<file path="config.mk">
export PLATFORM = sky130hd
export DESIGN_NAME = instr_encode_writer
export DESIGN_NICKNAME = d
export VERILOG_FILES = /design/src/rtl/instr_encode_writer.sv
export SDC_FILE = /design/constraint.sdc
export NUM_CORES = 1
export LEC_CHECK = 0
export CAP_MARGIN = 10
export CELL_PAD_IN_SITES_DETAIL_PLACEMENT = 0
export CELL_PAD_IN_SITES_GLOBAL_PLACEMENT = 1
export CORE_UTILIZATION = 36
export DETAILED_ROUTE_END_ITERATION = 10
export GPL_TIMING_DRIVEN = 0
export PLACE_DENSITY = 0.83
export SYNTH_ARGS = -nofsm -noshare
export SYNTH_HDL_FRONTEND = slang
export SYNTH_SLANG_ARGS = --single-unit
</file>
<file path="constraint.sdc">
create_clock -name clk -period 9.7 [get_ports clk]
set_clock_uncertainty 0.05 [all_clocks]
set_input_delay 1.94 -clock clk [delete_from_list [all_inputs] [get_ports clk]]
set_output_delay 1.94 -clock clk [all_outputs]
set_load 0.01 [all_outputs]
</file>
<file path="src/rtl/instr_encode_writer.sv">
// Packs R/I/J instruction fields into 32-bit MIPS words and streams them to
// consecutive instruction-memory addresses; one-cycle write latency, stalls on mem_ready.
module instr_encode_writer #(
    parameter int MAX_WORDS = 256,
    parameter int COUNT_W   = 9
) (
    input  logic               clk,
    input  logic               reset,
    input  logic               start,
    input  logic [31:0]        start_addr,
    input  logic               finish,
    input  logic               in_valid,
    output logic               in_ready,
    input  logic [1:0]         format,
    input  logic [5:0]         opcode,
    input  logic [4:0]         rs,
    input  logic [4:0]         rt,
    input  logic [4:0]         rd,
    input  logic [4:0]         shamt,
    input  logic [5:0]         funct,
    input  logic [15:0]        imm16,
    input  logic [25:0]        target26,
    output logic               mem_we,
    output logic [31:0]        mem_addr,
    output logic [31:0]        mem_wdata,
    input  logic               mem_ready,
    output logic [COUNT_W-1:0] word_count,
    output logic               done,
    output logic               misaligned,
    output logic               bad_format
);

    typedef enum logic [1:0] {
        S_IDLE,
        S_RUN,
        S_DRAIN
    } state_t;

    localparam logic [COUNT_W-1:0] MAX_CNT = COUNT_W'(MAX_WORDS);
    localparam logic [COUNT_W-1:0] ONE     = COUNT_W'(1);

    state_t      state;
    logic [31:0] next_addr;
    logic [31:0] encoded;
    logic        wr_free;
    logic        at_cap;
    logic        accept;
    logic        legal;

    // The write slot is free when empty or when its current word leaves this edge.
    assign wr_free  = !mem_we || mem_ready;
    assign at_cap   = (word_count >= MAX_CNT);
    assign in_ready = (state == S_RUN) && wr_free && !at_cap;
    assign accept   = in_valid && in_ready;
    assign legal    = (format != 2'd3);

    always_comb begin
        encoded = '0;
        case (format)
            2'd0:    encoded = {opcode, rs, rt, rd, shamt, funct};
            2'd1:    encoded = {opcode, rs, rt, imm16};
            2'd2:    encoded = {opcode, target26};
            default: encoded = '0;
        endcase
    end

    always_ff @(posedge clk or posedge reset) begin
        if (reset) begin
            state      <= S_IDLE;
            mem_we     <= 1'b0;
            mem_addr   <= '0;
            mem_wdata  <= '0;
            word_count <= '0;
            done       <= 1'b0;
            misaligned <= 1'b0;
            bad_format <= 1'b0;
            next_addr  <= '0;
        end else begin
            case (state)
                S_IDLE: begin
                    if (start) begin
                        state      <= S_RUN;
                        next_addr  <= {start_addr[31:2], 2'b00};
                        misaligned <= |start_addr[1:0];
                        word_count <= '0;
                        done       <= 1'b0;
                        bad_format <= 1'b0;
                    end
                end
                S_RUN: begin
                    if (mem_we && mem_ready)
                        mem_we <= 1'b0;
                    if (accept) begin
                        if (legal) begin
                            mem_we     <= 1'b1;
                            mem_addr   <= next_addr;
                            mem_wdata  <= encoded;
                            next_addr  <= next_addr + 32'd4;
                            word_count <= word_count + ONE;
                        end else begin
                            bad_format <= 1'b1;
                        end
                    end
                    if (finish || (accept && legal && (word_count == MAX_CNT - ONE)))
                        state <= S_DRAIN;
                end
                S_DRAIN: begin
                    if (wr_free) begin
                        mem_we <= 1'b0;
                        done   <= 1'b1;
                        state  <= S_IDLE;
                    end
                end
                default: state <= S_IDLE;
            endcase
        end
    end

endmodule
</file>
Word level (Yosys, flattened, before mapping)

Index checks and enable logic that the tools add are counted.

Flip-flop bits (word level): 111
Latch bits: 0
Memory bits (writable): 0
ROM bits: 0
Bits of input ports: 114
Output and inout port bits: 78
Word-level logic and storage cells: 71
Memories kept: 0

Add/sub/neg operators: 2
$mul: 0
Divide/modulo/power cells: 0
Order comparisons: 1
Equal/unequal tests: 12
Shift operators: 0
Muxes and demuxes: 24
Bitwise gates (word level): 0
Reductions and logical operators: 23

Operator list:

| cell                    | count |
|---|---|
| $mux W32                | 3 |
| $pmux W32 S3            | 1 |
| $pmux W32 S2            | 1 |
| $add A32 B3 Y32 const B | 1 |
| $mux W9                 | 3 |
| $pmux W9 S2             | 1 |
| $ne A2 B2 Y1 const B    | 6 |
| $add A9 B1 Y9 const B   | 1 |
| $eq A9 B8 Y1 const B    | 1 |
| $ge A9 B9 Y1 const B    | 1 |
| $reduce_and A3 Y1       | 3 |
| $mux W1                 | 8 |
| $reduce_and A4 Y1       | 2 |
| $logic_and A1 B1 Y1     | 6 |
| $mux W2                 | 3 |
| $pmux W1 S2             | 3 |
| $pmux W2 S3             | 1 |
| $reduce_bool A2 Y1      | 3 |
| $eq A2 B1 Y1 const B    | 2 |
| $eq A2 B2 Y1 const B    | 2 |
| $logic_not A2 Y1        | 2 |
| $reduce_and A2 Y1       | 2 |
| $logic_not A1 Y1        | 2 |
| $logic_or A1 B1 Y1      | 2 |
| other kinds (2)         | 2 |

Depth between registers and ports, before layout

Word-level depth: 10
Depth in mapped cells: 8
Depth with buffers taken out: 6

Least setup slack after synthesis

No wires, ideal clock.

Kind: in2out
Start: in mem_ready
End: out in_ready
Arrival time: 2.245 ns
Data required time: 7.710 ns
Slack: 5.465 ns
Cell stages on the path: 2
Buffers on the path: 0
Path through: nor2b_1 nor3_1

Cells in the longest elaborated chain, start to end: 3

Ends and longest elaborated chain:

| element                           | line | RTL |
|---|---|---|
| from (decl)                       | 26   | `input logic mem_ready,` |
| $logic_or A1 B1 Y1                | 51   | `assign wr_free = !mem_we \|\| mem_ready;` |
| $logic_and A1 B1 Y1 (2 in series) | 53   | `assign in_ready = (state == S_RUN) && wr_free && !at_cap;` |
| to (decl)                         | 13   | `output logic in_ready,` |

No other way between the ends.

Worst setup path in the final report

Ends and elaborated chain as after synthesis.

==> results summary <==
Setup repair after global routing left no endpoint under its margin. The count of final setup violators came out at 0. The run finished with clean final reports. The pre-CTS setup slack is 4.405 ns. Hold repair after CTS inserted 0 buffers.

The sequential fraction of the synthesis area is 48.47%. The number of antenna diodes in the final layout is 0. The uppermost signal routing layer after detailed routing is met4.

The proportion of register bits with asynchronous set or reset after synthesis is 100.0%. The core region is 14750 um2. The worst register-to-register path has a setup slack of 7.62 ns. The critical path is of the input port to output port type.

The Yosys step of the flow raised 0 warnings. The aggregate routed wire length came out at 17850 um. The clock tree synthesis step divided the H-tree into 3 levels. The overall global routing resource usage came out at 23.00%. The mean instance size in the synthesized netlist came out at 8.853 um2. The post-synthesis cell area came out at 5524 um2.

The count of non-filler cells in the finished layout is 1013. Of the available clock period, the critical path in the final layout requires 54.66%. After synthesis the netlist holds a flip-flop and latch count of 107. The biggest area contributor in the post-synthesis netlist is dfrtp_1. The post-synthesis cell type count came out at 60. The met2 layer wire length in the routed design came out at 8524 um.

The via-per-instance ratio is 5.414. Once detail routing completed, the nets flagged for antenna violations numbered 0. The count of vias placed by the detailed router came out at 5484. The insertion delay of the later-clocked pin in the worst-skew pair came out at 0.35 ns. The post-route worst setup slack came out at 4.398 ns.

The detailed-route DRC error count came out at 0. The highest clock rate is 188.6 MHz. The initial detailed-routing violation count is 432. The die boundary width is 125.9 um. The layout overhead on the synthesized area is 44.19%. TritonCTS built the clock tree. The number of iterations in the first detailed-routing pass came out at 5. The routed length on met3 came out at 1413 um.

The starting density of the core came out at 37.44%. The leakage power came out at 3.408 nW. In the final routing, the length of wire on met1 measures 7431 um.

At the worst endpoint, the required time is 7.71 ns. TritonCTS created 9 clock buffers. The first global-routing pass estimated 28380 um of wire.

Across the VDD grid, the largest voltage drop is 0.0001241 V. The final estimated routing congestion in global placement came out at 0.8671. The maximum number of pins on one net before global-route repair came out at 71. The fraction of layout instances using a drive strength above 1 is 7.358%. After synthesis, the largest area contributor takes up 48.47% of total cell area. The arrival time of the worst setup path is 3.31 ns.

Subtracting the final worst setup slack from the clock period gives 5.302 ns. The worst setup path is launched from an input port. The pin slew with the least headroom to its limit came out at 0.5835 ns. The clock-pin transition on the worst setup and hold timing paths came out at 0.07 ns.

The largest fanout on the critical path came out at 3. With fillers left out, the area of the finished cells amounts to 7965 um2. 192 I/O pins were placed. The tool flagged a number of max-cap violations equal to 0. The total negative slack for setup checks came out at 0 ns. The count of instances resized after the clock tree is built is 0. The detail-routed net length per standard cell came out at 17.62 um. At the end of the flow the core is filled with cells to 53.99%. The power density relative to cell area came out at 275.1 nW/um2. The die span in y came out at 125.9 um. The worst setup path is captured at an output port.

The top flip-flop cell by instance count after synthesis is dfrtp_1. After detailed placement, the design holds a cell count of 998. The sum of net half-perimeters after detailed placement is 13400 um. The number of setup buffers added after CTS came out at 0. The number of global-route vias before repair is 5397. The count of clock tree sinks came out at 107. The max-slew violation count was 0. The post-detailed-placement cell area came out at 7670 um2. The final hold slack came out at 0.4231 ns.

The worst hold path belongs to the class register to register. The total power of the final layout is 2.191 mW. The site row count came out at 44. The total count of hold-check failures in the final report came out at 0. By area the synthesized netlist is led by dfrtp_1, nand2_1, nor2_1, a21oi_1, o21ai_0. The post-layout net count came out at 942.

The initial antenna violation count came to 0. The gate count after technology mapping is 624. Global routing finished with a remaining overflow of 0.

The number of synthesized flops with an enable pin came out at 0. Headroom to the max-slew limit came out at 61.10%. Port buffering added 188 buffers. The die covers 15840 um2. No sink is reached through more buffers than the 2 on the longest clock path. Clock tree synthesis selected as its root buffer the cell clkbuf_16.
cell usage in the layout (no fill, tap or decap), types with 3 or more instances in the layout:
| master | n |
|---|---|
| a41oi_1 | 3 |
| clkbuf_1 | 18 |
| buf_2 | 16 |
| a21oi_1 | 38 |
| clkbuf_16 | 9 |
| a211oi_1 | 3 |
| clkdlybuf4s50_1 | 188 |
| o22ai_1 | 7 |
| nor3_1 | 9 |
| nand3b_1 | 10 |
| xor2_1 | 4 |
| a31oi_1 | 13 |
| nand3_1 | 9 |
| a311oi_1 | 7 |
| ha_1 | 3 |
| and3_1 | 8 |
| a311oi_2 | 3 |
| inv_1 | 3 |
| nand2b_1 | 12 |
| and4_1 | 7 |
| or3_1 | 3 |
| nand4_1 | 11 |
| mux2i_1 | 18 |
| buf_4 | 12 |
| o21ai_0 | 37 |
| o21ai_1 | 7 |
| nand2_1 | 151 |
| dfrtp_1 | 107 |
| nor2_1 | 63 |
synth_stat cells, types with 4 or more instances:
master,instances
nor3_1,9
inv_1,4
nand2b_1,12
dfrtp_1,107
and4_1,7
clkbuf_1,16
mux2i_1,18
nor2_1,63
a21oi_1,38
o21ai_1,7
buf_2,16
o21ai_0,37
nand4_1,11
nand3_1,9
and3_1,8
nand3b_1,10
o22ai_1,7
a311oi_1,7
nand2_1,151
xor2_1,4
a31oi_1,13
buf_4,12
per-layer routing:
layer  global-route usage (%)  vias up
met1                    29.95     2662
met3                    5.607       32
met5                        0        -
li1                         -     2573
met2                    36.76      217
met4                    9.355        0
final cells by class:
type | instances | area [um2]
plain buffers | 47 | 249.0
clock buffers | 13 | 260.3
clock inverters | 2 | 35.03
fillers | 1384 | 6789
inverters | 4 | 17.52
multi-input cells | 467 | 2586
flip-flops and latches | 107 | 2678
well taps | 184 | 230.2
repair buffers | 189 | 1909
worst paths after layout:
| path | to | depth (start not counted) | startpoint |
|---|---|---|---|
| worst max-delay path | in_ready | 4 | mem_ready |
| worst min-delay path | mem_addr[4] | 2 | mem_addr[4] |
| worst max register to register | next_addr[20] | 6 | next_addr[2] |
| worst min register to register | mem_addr[4] | 2 | mem_addr[4] |
| max in group asynchronous | mem_wdata[27] | 3 | reset |
| min in group asynchronous | mem_addr[21] | 2 | reset |
logic make-up (layout without fill, tap and decap cells):
kind of cell	after synthesis	count (layout)	share of synthesized area (%)
simple gates	301	301	25.73
compound gates	137	137	16.06
flops	107	107	48.47
buf+inv	51	255	4.779
mux	18	18	3.262
xor+xnor	6	6	0.9513
fa+ha+maj	3	3	0.6796
other cells	1	2	0.06789
power breakdown:
part / internal (mW) / total (mW) / switching, mW
clock network: 0.213 / 0.375 / 0.162
registers: 0.644 / 0.813 / 0.169
logic: 0.485 / 1.00 / 0.519
worst max-delay path, stage by stage:
cell and delay, ns:
clkdlybuf4s50_1 0.50, nor2b_1 0.09, nor3_1 0.18, clkdlybuf4s50_1 0.60
registers in the layout, indices dropped and copies added, names as in the netlist:
register    flops
mem_wdata      32
misaligned      1
word_count      9
mem_addr       30
bad_format      1
mem_we          1
next_addr      30
state           2
done            1
Power figures use the tool's default switching activity.
